$ cat config.mk
export PLATFORM = sky130hd
export DESIGN_NAME = sequence_scanner_flat
export DESIGN_NICKNAME = d
export VERILOG_FILES = /design/src/rtl/sequence_scanner_if.sv /design/src/rtl/sequence_scanner.sv /design/src/flat_wrapper.sv
export SDC_FILE = /design/constraint.sdc
export NUM_CORES = 1
export LEC_CHECK = 0
export ABC_AREA = 1
export CORE_UTILIZATION = 50
export DETAILED_ROUTE_END_ITERATION = 10
export GPL_ROUTABILITY_DRIVEN = 1
export PLACE_DENSITY = 0.72
export REMOVE_ABC_BUFFERS = 1
export SLEW_MARGIN = 20
export SYNTH_ARGS = -nofsm -noshare
export SYNTH_HDL_FRONTEND = slang
export SYNTH_SLANG_ARGS = --single-unit
$ cat constraint.sdc
create_clock -name clock -period 4.3 [get_ports clock]
set_input_delay 0.86 -clock clock [delete_from_list [all_inputs] [get_ports clock]]
set_output_delay 0.86 -clock clock [all_outputs]
set_load 0.02 [all_outputs]
$ cat src/rtl/sequence_scanner_if.sv
// Control/status bundle between a scan controller (master) and the sequence scanner (slave).
interface sequence_scanner_if #(
  parameter int MEM_ADDRESS_LENGTH = 6
);
  logic                          start;
  logic                          stop;
  logic [MEM_ADDRESS_LENGTH-1:0] num_rows;
  logic [MEM_ADDRESS_LENGTH-1:0] num_cols;
  logic [15:0]                   dwell;
  logic [MEM_ADDRESS_LENGTH-1:0] row_select;
  logic [MEM_ADDRESS_LENGTH-1:0] col_select;
  logic                          row_col_select;
  logic                          sample_valid;
  logic                          sample_phase;
  logic                          busy;
  logic                          frame_done;

  modport master (
    output start, stop, num_rows, num_cols, dwell,
    input  row_select, col_select, row_col_select, sample_valid, sample_phase, busy, frame_done
  );

  modport slave (
    input  start, stop, num_rows, num_cols, dwell,
    output row_select, col_select, row_col_select, sample_valid, sample_phase, busy, frame_done
  );
endinterface

$ cat src/rtl/sequence_scanner.sv
// Row/column frame scanner: each point gets a row phase then a column phase of dwell cycles.
// Optional SCANNER_LOOP_EN adds a loop_mode input that restarts the frame instead of idling.
module sequence_scanner #(
  parameter int MEM_ADDRESS_LENGTH = 6,
  parameter int MEM_LENGTH         = 48,
  parameter int PIPE_LATENCY       = 2
) (
  input  logic               clock,
  input  logic               reset_n,
`ifdef SCANNER_LOOP_EN
  input  logic               loop_mode,
`endif
  sequence_scanner_if.slave  scan
);
  localparam int AW = MEM_ADDRESS_LENGTH;
  localparam logic [AW-1:0] MAX_LEN = AW'(MEM_LENGTH);

  typedef enum logic [1:0] {IDLE, ROW_PH, COL_PH} state_t;

  state_t            state_reg, state_next;
  logic [AW-1:0]     row_reg, row_next;
  logic [AW-1:0]     col_reg, col_next;
  logic [15:0]       cnt_reg, cnt_next;
  logic [AW-1:0]     rows_cfg_reg, rows_cfg_next;
  logic [AW-1:0]     cols_cfg_reg, cols_cfg_next;
  logic [15:0]       dwell_cfg_reg, dwell_cfg_next;
  logic              frame_done_reg, frame_done_next;
  logic              busy_reg;
  logic              rcs_reg;
  logic [PIPE_LATENCY-1:0] valid_pipe_reg;
  logic [PIPE_LATENCY-1:0] phase_pipe_reg;
  logic              loop_on;
  logic [15:0]       dwell_eff;
  logic              last_point;

  always_ff @(posedge clock or negedge reset_n) begin
    if (!reset_n) begin
      state_reg      <= IDLE;
      row_reg        <= '0;
      col_reg        <= '0;
      cnt_reg        <= '0;
      rows_cfg_reg   <= '0;
      cols_cfg_reg   <= '0;
      dwell_cfg_reg  <= '0;
      frame_done_reg <= 1'b0;
      busy_reg       <= 1'b0;
      rcs_reg        <= 1'b0;
    end else begin
      state_reg      <= state_next;
      row_reg        <= row_next;
      col_reg        <= col_next;
      cnt_reg        <= cnt_next;
      rows_cfg_reg   <= rows_cfg_next;
      cols_cfg_reg   <= cols_cfg_next;
      dwell_cfg_reg  <= dwell_cfg_next;
      frame_done_reg <= frame_done_next;
      busy_reg       <= (state_next != IDLE);
      rcs_reg        <= (state_next == COL_PH);
    end
  end

  always_comb begin
    state_next      = state_reg;
    row_next        = row_reg;
    col_next        = col_reg;
    cnt_next        = cnt_reg;
    rows_cfg_next   = rows_cfg_reg;
    cols_cfg_next   = cols_cfg_reg;
    dwell_cfg_next  = dwell_cfg_reg;
    frame_done_next = 1'b0;
`ifdef SCANNER_LOOP_EN
    loop_on         = loop_mode;
`else
    loop_on         = 1'b0;
`endif
    dwell_eff       = (scan.dwell == 16'd0) ? 16'd1 : scan.dwell;
    last_point      = (row_reg == rows_cfg_reg - 1'b1) && (col_reg == cols_cfg_reg - 1'b1);

    case (state_reg)
      IDLE: begin
        if (scan.start && !scan.stop && (scan.num_rows != '0) && (scan.num_cols != '0)) begin
          rows_cfg_next  = (scan.num_rows > MAX_LEN) ? MAX_LEN : scan.num_rows;
          cols_cfg_next  = (scan.num_cols > MAX_LEN) ? MAX_LEN : scan.num_cols;
          dwell_cfg_next = dwell_eff;
          cnt_next       = dwell_eff - 16'd1;
          row_next       = '0;
          col_next       = '0;
          state_next     = ROW_PH;
        end
      end
      ROW_PH: begin
        if (cnt_reg == 16'd0) begin
          cnt_next   = dwell_cfg_reg - 16'd1;
          state_next = COL_PH;
        end else begin
          cnt_next = cnt_reg - 16'd1;
        end
      end
      COL_PH: begin
        if (cnt_reg != 16'd0) begin
          cnt_next = cnt_reg - 16'd1;
        end else if (last_point) begin
          // Frame complete: either idle or wrap straight back into the first row phase.
          frame_done_next = 1'b1;
          row_next        = '0;
          col_next        = '0;
          if (loop_on) begin
            cnt_next   = dwell_cfg_reg - 16'd1;
            state_next = ROW_PH;
          end else begin
            cnt_next   = '0;
            state_next = IDLE;
          end
        end else begin
          cnt_next   = dwell_cfg_reg - 16'd1;
          state_next = ROW_PH;
          if (col_reg == cols_cfg_reg - 1'b1) begin
            col_next = '0;
            row_next = row_reg + 1'b1;
          end else begin
            col_next = col_reg + 1'b1;
          end
        end
      end
      default: state_next = IDLE;
    endcase

    // Abort overrides everything, including a completing frame's done pulse.
    if (scan.stop && (state_reg != IDLE)) begin
      state_next      = IDLE;
      row_next        = '0;
      col_next        = '0;
      cnt_next        = '0;
      frame_done_next = 1'b0;
    end
  end

  always_ff @(posedge clock or negedge reset_n) begin
    if (!reset_n) begin
      valid_pipe_reg <= '0;
      phase_pipe_reg <= '0;
    end else if (scan.stop) begin
      valid_pipe_reg <= '0;
      phase_pipe_reg <= '0;
    end else begin
      valid_pipe_reg[0] <= busy_reg;
      phase_pipe_reg[0] <= rcs_reg;
      for (int i = 1; i < PIPE_LATENCY; i++) begin
        valid_pipe_reg[i] <= valid_pipe_reg[i-1];
        phase_pipe_reg[i] <= phase_pipe_reg[i-1];
      end
    end
  end

  assign scan.row_select     = row_reg;
  assign scan.col_select     = col_reg;
  assign scan.row_col_select = rcs_reg;
  assign scan.busy           = busy_reg;
  assign scan.frame_done     = frame_done_reg;
  assign scan.sample_valid   = valid_pipe_reg[PIPE_LATENCY-1];
  assign scan.sample_phase   = phase_pipe_reg[PIPE_LATENCY-1];
endmodule

$ cat src/flat_wrapper.sv
// flat-port wrapper written by rule: the top's interface ports become plain ports
module sequence_scanner_flat 
#(
  parameter int MEM_ADDRESS_LENGTH = 6,
  parameter int MEM_LENGTH         = 48,
  parameter int PIPE_LATENCY       = 2
)
  (clock, reset_n, scan_start, scan_stop, scan_num_rows, scan_num_cols, scan_dwell, scan_row_select, scan_col_select, scan_row_col_select, scan_sample_valid, scan_sample_phase, scan_busy, scan_frame_done);
  sequence_scanner_if #(.MEM_ADDRESS_LENGTH(MEM_ADDRESS_LENGTH)) scan_i ();
  input  logic clock;
  input  logic reset_n;
  input wire logic [$bits(scan_i.start)-1:0] scan_start;
  input wire logic [$bits(scan_i.stop)-1:0] scan_stop;
  input wire logic [$bits(scan_i.num_rows)-1:0] scan_num_rows;
  input wire logic [$bits(scan_i.num_cols)-1:0] scan_num_cols;
  input wire logic [$bits(scan_i.dwell)-1:0] scan_dwell;
  output wire logic [$bits(scan_i.row_select)-1:0] scan_row_select;
  output wire logic [$bits(scan_i.col_select)-1:0] scan_col_select;
  output wire logic [$bits(scan_i.row_col_select)-1:0] scan_row_col_select;
  output wire logic [$bits(scan_i.sample_valid)-1:0] scan_sample_valid;
  output wire logic [$bits(scan_i.sample_phase)-1:0] scan_sample_phase;
  output wire logic [$bits(scan_i.busy)-1:0] scan_busy;
  output wire logic [$bits(scan_i.frame_done)-1:0] scan_frame_done;
  assign scan_i.start = scan_start;
  assign scan_i.stop = scan_stop;
  assign scan_i.num_rows = scan_num_rows;
  assign scan_i.num_cols = scan_num_cols;
  assign scan_i.dwell = scan_dwell;
  assign scan_row_select = scan_i.row_select;
  assign scan_col_select = scan_i.col_select;
  assign scan_row_col_select = scan_i.row_col_select;
  assign scan_sample_valid = scan_i.sample_valid;
  assign scan_sample_phase = scan_i.sample_phase;
  assign scan_busy = scan_i.busy;
  assign scan_frame_done = scan_i.frame_done;
  sequence_scanner #(.MEM_ADDRESS_LENGTH(MEM_ADDRESS_LENGTH), .MEM_LENGTH(MEM_LENGTH), .PIPE_LATENCY(PIPE_LATENCY)) u_core (.clock(clock), .reset_n(reset_n), .scan(scan_i));
endmodule
* After elaboration in Yosys (flattened, before gate mapping)
Index checks and enable logic that the tools add are counted.
Operators by class: add/sub/neg operators 7, $lt $le $gt $ge 2, equality and inequality tests 8, muxes and demuxes 32, reductions and logical operators 20
Operator list (number):
- $mux 16 | 6
- $mux 6 | 11
- $pmux 16 s3 | 1
- $sub 16x1->16 const B | 3
- $logic_not 16->1 | 2
- $pmux 6 s2 | 2
- $reduce_bool 16->1 | 1
- $add 6x1->6 const B | 2
- $eq 6x6->1 | 2
- $gt 6x6->1 const B | 2
- $mux 2 | 6
- $reduce_bool 6->1 | 2
- $sub 6x1->6 const B | 2
- $pmux 2 s3 | 1
- $logic_and 1x1->1 | 5
- $mux 1 | 5
- $eq 2x2->1 const B | 2
- $ne 4x1->1 const B | 1
- $reduce_and 2->1 | 2
- $reduce_and 4->1 | 1
- $reduce_bool 2->1 | 2
- $reduce_bool 4->1 | 1
- $ne 3x1->1 const B | 1
- $ne 3x3->1 const B | 1
- other kinds (5) | 5
Storage, ports and cells: register bits after elaboration 65, input bits 32, output and inout port bits 17, word-level logic and storage cells 81

* Depth between registers and ports, before layout
Gate-level depths: netlist of the first run.
word-level depth 8, depth in mapped cells 18, mapped depth without buffers 18

* Worst setup path after synthesis of the first run
Ideal clock, no wire load.
kind input to register, start point input scan_dwell[1], end point register u_core.cnt_reg[14], arrival 2.420 ns, data required time 4.183 ns, slack 1.763 ns, stages on the path 18, path buffers 0, cell sequence nor2_1 nand2_1 nor3b_1 nand3_1 nand2_1 inv_1 ha_1 inv_1 nor2_1 inv_1 nor2_1 nand2_1 inv_1 nand4_1 xor2_1 a21oi_1 nand2_1 nand2_1
Between the ends: cells in the longest elaborated chain, start to end 6
Ends and longest elaborated chain:
- from (decl) | line flat_wrapper.sv:16 | input wire logic [$bits(scan_i.dwell)-1:0] scan_dwell;
- $logic_not 16->1 | line sequence_scanner.sv:76 | dwell_eff = (scan.dwell == 16'd0) ? 16'd1 : scan.dwell;
- $mux 16 (*) | line sequence_scanner.sv:76
- $sub 16x1->16 (*) | line sequence_scanner.sv:85 | cnt_next = dwell_eff - 16'd1;
- $mux 16 (*) | line sequence_scanner.sv:81 | if (scan.start && !scan.stop && (scan.num_rows != '0) && (scan.num_cols != '0)) begin
- $pmux 16 s3 (*) | line sequence_scanner.sv:79 | case (state_reg)
- $mux 16 (*) | line sequence_scanner.sv:129 | if (scan.stop && (state_reg != IDLE)) begin
- to (signal assigned) | line sequence_scanner.sv:52 | cnt_reg <= cnt_next;
- to (decl) | line sequence_scanner.sv:23 | logic [15:0] cnt_reg, cnt_next;
Mark *: on every way between the ends. The rest lies on a longest branch, timed or not. The select of a mux whose other input is x is not followed. A chain may end at the register's enable or synchronous reset.

* Final worst setup path of the first run
start point input scan_dwell[2], end point register u_core.cnt_reg[14]
The elaborated chain is that of the path after synthesis.

==> results_dict.tcl, run 1 <==
set metrics [dict create \
    cp-startpoint "scan_dwell[2]" \
    cts_tree "done" \
    die_area_um2 9740 \
    clock-root-buffer "clkbuf_8" \
    gp_congestion 0.875 \
    ios 49 \
    drt_wl_total_mm 12.0 \
    clkSinkCount 65 \
    row_count 34 \
    worst_slew_pin_slew_ps 645 \
    dpl_cell_area_um2 5250 \
    min-delay-start "u_core.phase_pipe_reg[0]" \
    final_cell_area_um2 5470 \
    timing.slew.headroom 0.570 \
    synthToLayoutAreaGrowth_pct 16.9 \
    drt_drc_violations_left 0 \
    die_w_um 98.7 \
    vias 4577 \
    p_switching_w 0.00147 \
    syn_area_per_cell_um2 6.73 \
    path_delay_family "simple AND/OR/NAND/NOR gates" \
    portBuffers 48 \
    yosysWarnings 0 \
    setup.worst_path.start_class "input pin" \
    path_clk_slew_ps 70 \
    ys_ff_latch 65 \
    synthAdderAreaFrac 0.0294 \
    r2r_start "u_core.state_reg[0]" \
    timing.fmax_mhz 317 \
    async_flop_share 1.00 \
    reg2regPathDepth 8 \
    fin_crit_sh 0.733 \
    cts-resized-gates 0 \
    synth_flop_cell "dfrtp_1" \
    postRouteAntennaNets 0 \
    hold_ws_ps 472 \
    track_usage 0.263 \
    ys_seq_area_frac 0.348 \
    synth_top_family_by_area "simple AND/OR/NAND/NOR gates" \
    synth_xor_area_frac 0.0656 \
    critical_path_depth 19 \
    cap_viol_max_count 0 \
    cts_setup_buffers 0 \
    setup_viol 0 \
    clkPwrFrac 0.181 \
    hpwl_mm 8.91 \
    cts_buffers 9 \
    pwr-share-comb 0.498 \
    sequentialPowerShare 0.321 \
    skew_ps 10.7 \
    critPathSlowestCell "clkdlybuf4s50_1" \
    switching_share 0.455 \
    cp_max_fo 5 \
    grt_pass1_wl_mm 20.3 \
    diodes 0 \
    antenna_found_initial 0 \
    endpoint_kind "flip-flop" \
    synth.distinct_cells 34 \
    max_stage_delay_ps 560 \
    gr-total-overflow 0 \
    rrSetupSlack_ps 1910 \
    insertion_delay_ps 340 \
    endpoint "u_core.cnt_reg[14]" \
    hold_viol 0 \
    synthCells 695 \
    crit_chain "clkdlybuf4s50_1 > inv_1 > nand2_1 > nor3b_1 > nand3_1 > nand2_1 > inv_1 > ha_1 > inv_1 > nor2_1 > inv_1 > nor2_1 > nand2_1 > inv_1 > nand4_1 > xor2_1 > a21oi_1 > nand2_1 > nand2_1" \
    cts_hold_buf 0 \
    netlist_area_um2 4670 \
    core_um2 8890 \
    grt_pass1_vias 4205 \
    total_power_w 0.00323 \
    leakage_nw 2.70 \
    arrival_ps 3380 \
    fin_nets 787 \
    vdd_drop_max_mv 0.349 \
    hold_path.class "flip-flop to flip-flop" \
    crit_required_ps 4530 \
    start_util 0.526 \
    finalSetupTns_ps 0 \
    drive_above_1_share 0.0643 \
    powerDensity_nw_per_um2 591 \
    synth.mux.area_fraction 0.00214 \
    n_fill_cell 857 \
    cp_num_buf_inv 6 \
    synth_compound_area_frac 0.0838 \
    grt_max_degree 49 \
    p_int_w 0.00176 \
    die_h_um 98.7 \
    outcome "complete, no violations" \
    drt-pass1-iter-count 7 \
    synth_simple_gate_area_share 0.383 \
    synth_edf_count 0 \
    drtIter0Drc 267 \
    via_per_inst 5.35 \
    avgRoutedWirePerCell_um 14.0 \
    critPathKind "input pin to flip-flop" \
    maxSlewViolCount 0 \
    rsz0062_at_grt "false" \
    period_needed_ps 3150 \
    rr_endpoint "u_core.cnt_reg[4]" \
    htree_levels 3 \
    clockBufferDepth 2 \
]
## power groups by stage
stage	clock [W]	combinational, W	sequential, W
after CTS	0.000593	0.00160	0.00103
after global routing	0.000618	0.00183	0.00106
after detailed placement	0	0.00159	0.00104
after floorplan	0	0.00119	0.00101
final	0.000586	0.00161	0.00104
after global placement	0	0.00156	0.00103
## cell usage after synthesis (4+ instances only)
| cell type | count | area (µm²) |
|---|---|---|
| a21oi_1 | 18 | 90.1 |
| clkbuf_1 | 9 | 33.8 |
| dfrtp_1 | 65 | 1630 |
| ha_1 | 11 | 138 |
| inv_1 | 86 | 323 |
| nand2_1 | 212 | 796 |
| nand2_2 | 4 | 25.0 |
| nand3_1 | 60 | 300 |
| nand4_1 | 9 | 56.3 |
| nor2_1 | 88 | 330 |
| nor2_2 | 6 | 37.5 |
| nor2_4 | 5 | 56.3 |
| nor3_1 | 4 | 20.0 |
| nor3b_1 | 4 | 30.0 |
| o21ai_0 | 45 | 225 |
| o21ai_1 | 4 | 20.0 |
| xnor2_1 | 11 | 96.3 |
| xor2_1 | 24 | 210 |
## routing by layer
layer  up-vias  global-route usage  wire (µm)
met5         -                   0          0
met4         0              0.0792        169
met3        21              0.0383        717
met2       164               0.414       5440
met1      2107               0.377       5630
li1       2285                   -          -
## through the flow
step | utilization | setup slack, ps | instances
floorplan | - | 1250 | 681
global placement | 0.590 | 967 | 841
detailed placement | 0.590 | 875 | 841
CTS | 0.615 | 1220 | 855
global route | 0.615 | 857 | 855
finish | 0.615 | 1150 | 855
## cells by family (layout without fill, tap and decap cells)
family                     count (synthesis)  in the layout
DFF                                       65             65
buffers and inverters                    104            156
adders and majority gates                 11             11
AOI/OAI and AO/OA                         75             75
and+or+nand+nor                          404            404
muxes                                      1              1
xor gates and xnor gates                  35             35
## worst min path at each step
stage	to	slack, ps	cells after the start
after floorplan	u_core.phase_pipe_reg[1]	430	2
after global placement	u_core.phase_pipe_reg[1]	450	2
after detailed placement	u_core.valid_pipe_reg[1]	460	2
after CTS	u_core.valid_pipe_reg[1]	480	2
after global routing	u_core.valid_pipe_reg[1]	490	2
final	u_core.phase_pipe_reg[1]	470	2
## final cells by class
| type | count | area [µm²] | share of cell area |
|---|---|---|---|
| multi-input combinational | 526 | 2640 | 0.483 |
| sequential | 65 | 1630 | 0.298 |
| timing repair buffer | 52 | 508 | 0.0929 |
| inverter | 90 | 339 | 0.0620 |
| clock buffer | 11 | 151 | 0.0277 |
| tap | 108 | 135 | 0.0247 |
| clock inverter | 3 | 65.1 | 0.0119 |
## cells in the final DEF (no fill, tap or decap), types with 2 or more instances in the layout
master / n
o21ai_1: 4
ha_1: 11
nor3b_1: 4
nor2_2: 7
nand2_4: 3
clkdlybuf4s50_1: 47
nor2_1: 87
nor2_8: 2
a211oi_1: 3
dfrtp_1: 65
inv_2: 3
nor3_1: 4
o211ai_1: 2
clkinv_2: 2
nand4_1: 9
bufinv_16: 2
inv_1: 86
buf_4: 5
nand2_2: 4
a31oi_1: 3
nand3_2: 2
nand3_1: 60
clkbuf_8: 11
nor2_4: 5
o21ai_0: 45
nand2_1: 212
xor2_1: 24
xnor2_1: 11
a21oi_1: 18
## worst reg2reg max path: cells and delay by family (launching register included)
kind,cells,cell delay (ps)
buffers and inverters,2,700
AO/OA/AOI/OAI,2,360
adder cells (fa/ha/maj),1,570
flip-flops,1,430
AND/OR/NAND/NOR,3,230
Power figures use the tool's default switching activity.
==> inputs of run 2 (changes only) <==
Clock period 4.3 ns to 2.99 ns, I/O delays scaled along.
==> results_dict.tcl, run 2 (synthesis results as in run 1) <==
set metrics [dict create \
    postRouteAntennaNets 0 \
    cts_hold_buf 0 \
    pwr-share-comb 0.503 \
    crit_required_ps 3230 \
    worst_slew_pin_slew_ps 722 \
    critical_path_depth 19 \
    antenna_found_initial 0 \
    vdd_drop_max_mv 0.407 \
    drt_wl_total_mm 12.2 \
    cts_setup_buffers 0 \
    ios 49 \
    gr-total-overflow 0 \
    timing.fmax_mhz 372 \
    cts-resized-gates 0 \
    timing.slew.headroom 0.519 \
    reg2regPathDepth 12 \
    drt_drc_violations_left 0 \
    fin_util 0.625 \
    cts_buffers 9 \
    critPathSlowestCell "clkdlybuf4s50_1" \
    rr_endpoint "u_core.scan.row_select[2]" \
    clkSinkCount 65 \
    grt_max_degree 46 \
    hold_viol 0 \
    powerDensity_nw_per_um2 834 \
    outcome "complete, no violations" \
    cp_max_fo 4 \
    skew_ps 7.07 \
    endpoint_kind "flip-flop" \
    via_per_inst 5.30 \
    period_needed_ps 2690 \
    synthToLayoutAreaGrowth_pct 18.9 \
    r2r_start "u_core.cnt_reg[0]" \
    drt-pass1-iter-count 5 \
    arrival_ps 2930 \
    core_um2 8890 \
    drive_above_1_share 0.0788 \
    cp_num_buf_inv 5 \
    clockBufferDepth 2 \
    final_cell_mix "nand2_1, nor2_1, inv_1" \
    portBuffers 48 \
    avgRoutedWirePerCell_um 14.1 \
    die_h_um 98.7 \
    start_util 0.526 \
    track_usage 0.270 \
    n_fill_cell 838 \
    path_delay_family "simple AND/OR/NAND/NOR gates" \
    numPlacedInstances 853 \
    drtIter0Drc 343 \
    diodes 0 \
    insertion_delay_ps 350 \
    hpwl_mm 9.12 \
    hold_path.class "input pin to async pin" \
    maxSlewViolCount 0 \
    fin_cells 869 \
    clock-root-buffer "clkbuf_8" \
    clkPwrFrac 0.174 \
    rrSetupSlack_ps 600 \
    switching_share 0.463 \
    p_int_w 0.00249 \
    fin_nets 799 \
    rsz0062_at_grt "false" \
    path_clk_slew_ps 70 \
    setup.worst_path.start_class "input pin" \
    critPathKind "input pin to flip-flop" \
    p_switching_w 0.00214 \
    htree_levels 3 \
    cp-startpoint "scan_dwell[1]" \
    die_area_um2 9740 \
    cap_viol_max_count 0 \
    max_stage_delay_ps 420 \
    cpMostUsedCell "nand2_1" \
    sequentialPowerShare 0.324 \
    gp_congestion 0.954 \
    grt_pass1_vias 4361 \
    cts_tree "done" \
    row_count 34 \
    setup_viol 0 \
    leakage_nw 2.76 \
    vias 4604 \
    crit_chain "clkdlybuf4s50_1 > nor2_1 > nand2_1 > nor3b_1 > nand3_1 > nand2_1 > inv_1 > ha_1 > inv_1 > nor2_1 > inv_1 > nor2_1 > nand2_1 > inv_1 > nand4_1 > xor2_1 > a21oi_1 > nand2_1 > nand2_1" \
    final_common_cell "nand2_1" \
    die_w_um 98.7 \
    fin_crit_sh 0.900 \
    endpoint "u_core.cnt_reg[14]" \
    grt_pass1_wl_mm 20.7 \
]
run 2: changes by cell type in the layout (fill, tap and decap cells not counted):
cell / change
clkbuf_8: +1
buf_2: +1
clkbuf_1: +2
bufinv_16: -1
buf_12: +1
buf_4: +10
run 2: layout make-up:
cell class	count	area, µm²	area share
multi-input cells	526	2640	0.475
flip-flops and latches	65	1630	0.293
repair buffers	64	608	0.109
inverters	90	339	0.0610
clock buffers	14	173	0.0311
well taps	108	135	0.0243
clock inverters	2	35.0	0.00630
run 2: worst min path at each step:
stage                        startpoint                        to  slack (ps)  cells past startpoint
2_1_floorplan                   reset_n         u_core.cnt_reg[0]         300                      0
3_3_place_gp   u_core.phase_pipe_reg[0]  u_core.phase_pipe_reg[1]         450                      2
3_5_place_dp   u_core.phase_pipe_reg[0]  u_core.phase_pipe_reg[1]         460                      2
4_1_cts                         reset_n    u_core.rows_cfg_reg[0]         320                      1
5_1_grt                         reset_n    u_core.rows_cfg_reg[0]         360                      1
6_report                        reset_n    u_core.rows_cfg_reg[0]         300                      1
run 2: power groups by stage:
stage	logic (W)	clock network [W]	registers [W]
floorplan	0.00171	0	0.00145
global placement	0.00225	0	0.00150
detailed placement	0.00230	0	0.00150
CTS	0.00232	0.000819	0.00149
global route	0.00265	0.000865	0.00154
finish	0.00233	0.000804	0.00150
run 2: per-layer routing:
metal / routed length [µm] / GRT usage / vias to the layer above
met5: 0 / 0 / -
met4: 276 / 0.118 / 0
met3: 741 / 0.0461 / 28
met2: 5540 / 0.421 / 156
met1: 5660 / 0.372 / 2103
li1: - / - / 2317
run 2: per-stage QoR:
| step | TNS [ps] | cell area, µm² | setup WS [ps] | hold slack [ps] | power, W |
|---|---|---|---|---|---|
| after CTS | 0 | 5560 | 338 | 320 | 0.00463 |
| after detailed placement | -21.2 | 5350 | -21.2 | 456 | 0.00381 |
| after global routing | 0 | 5560 | 87.6 | 362 | 0.00506 |
| after global placement | 0 | 5350 | 62.6 | 450 | 0.00375 |
| after floorplan | 0 | 4600 | 204 | 302 | 0.00316 |
| final | 0 | 5560 | 300 | 302 | 0.00463 |
==> inputs of run 3 (changes only) <==
Settings changed: HOLD_SLACK_MARGIN from default to 0.05.
==> results of run 3 <==
Same layout as run 2: the final DEF is identical, and so are final timing and power.
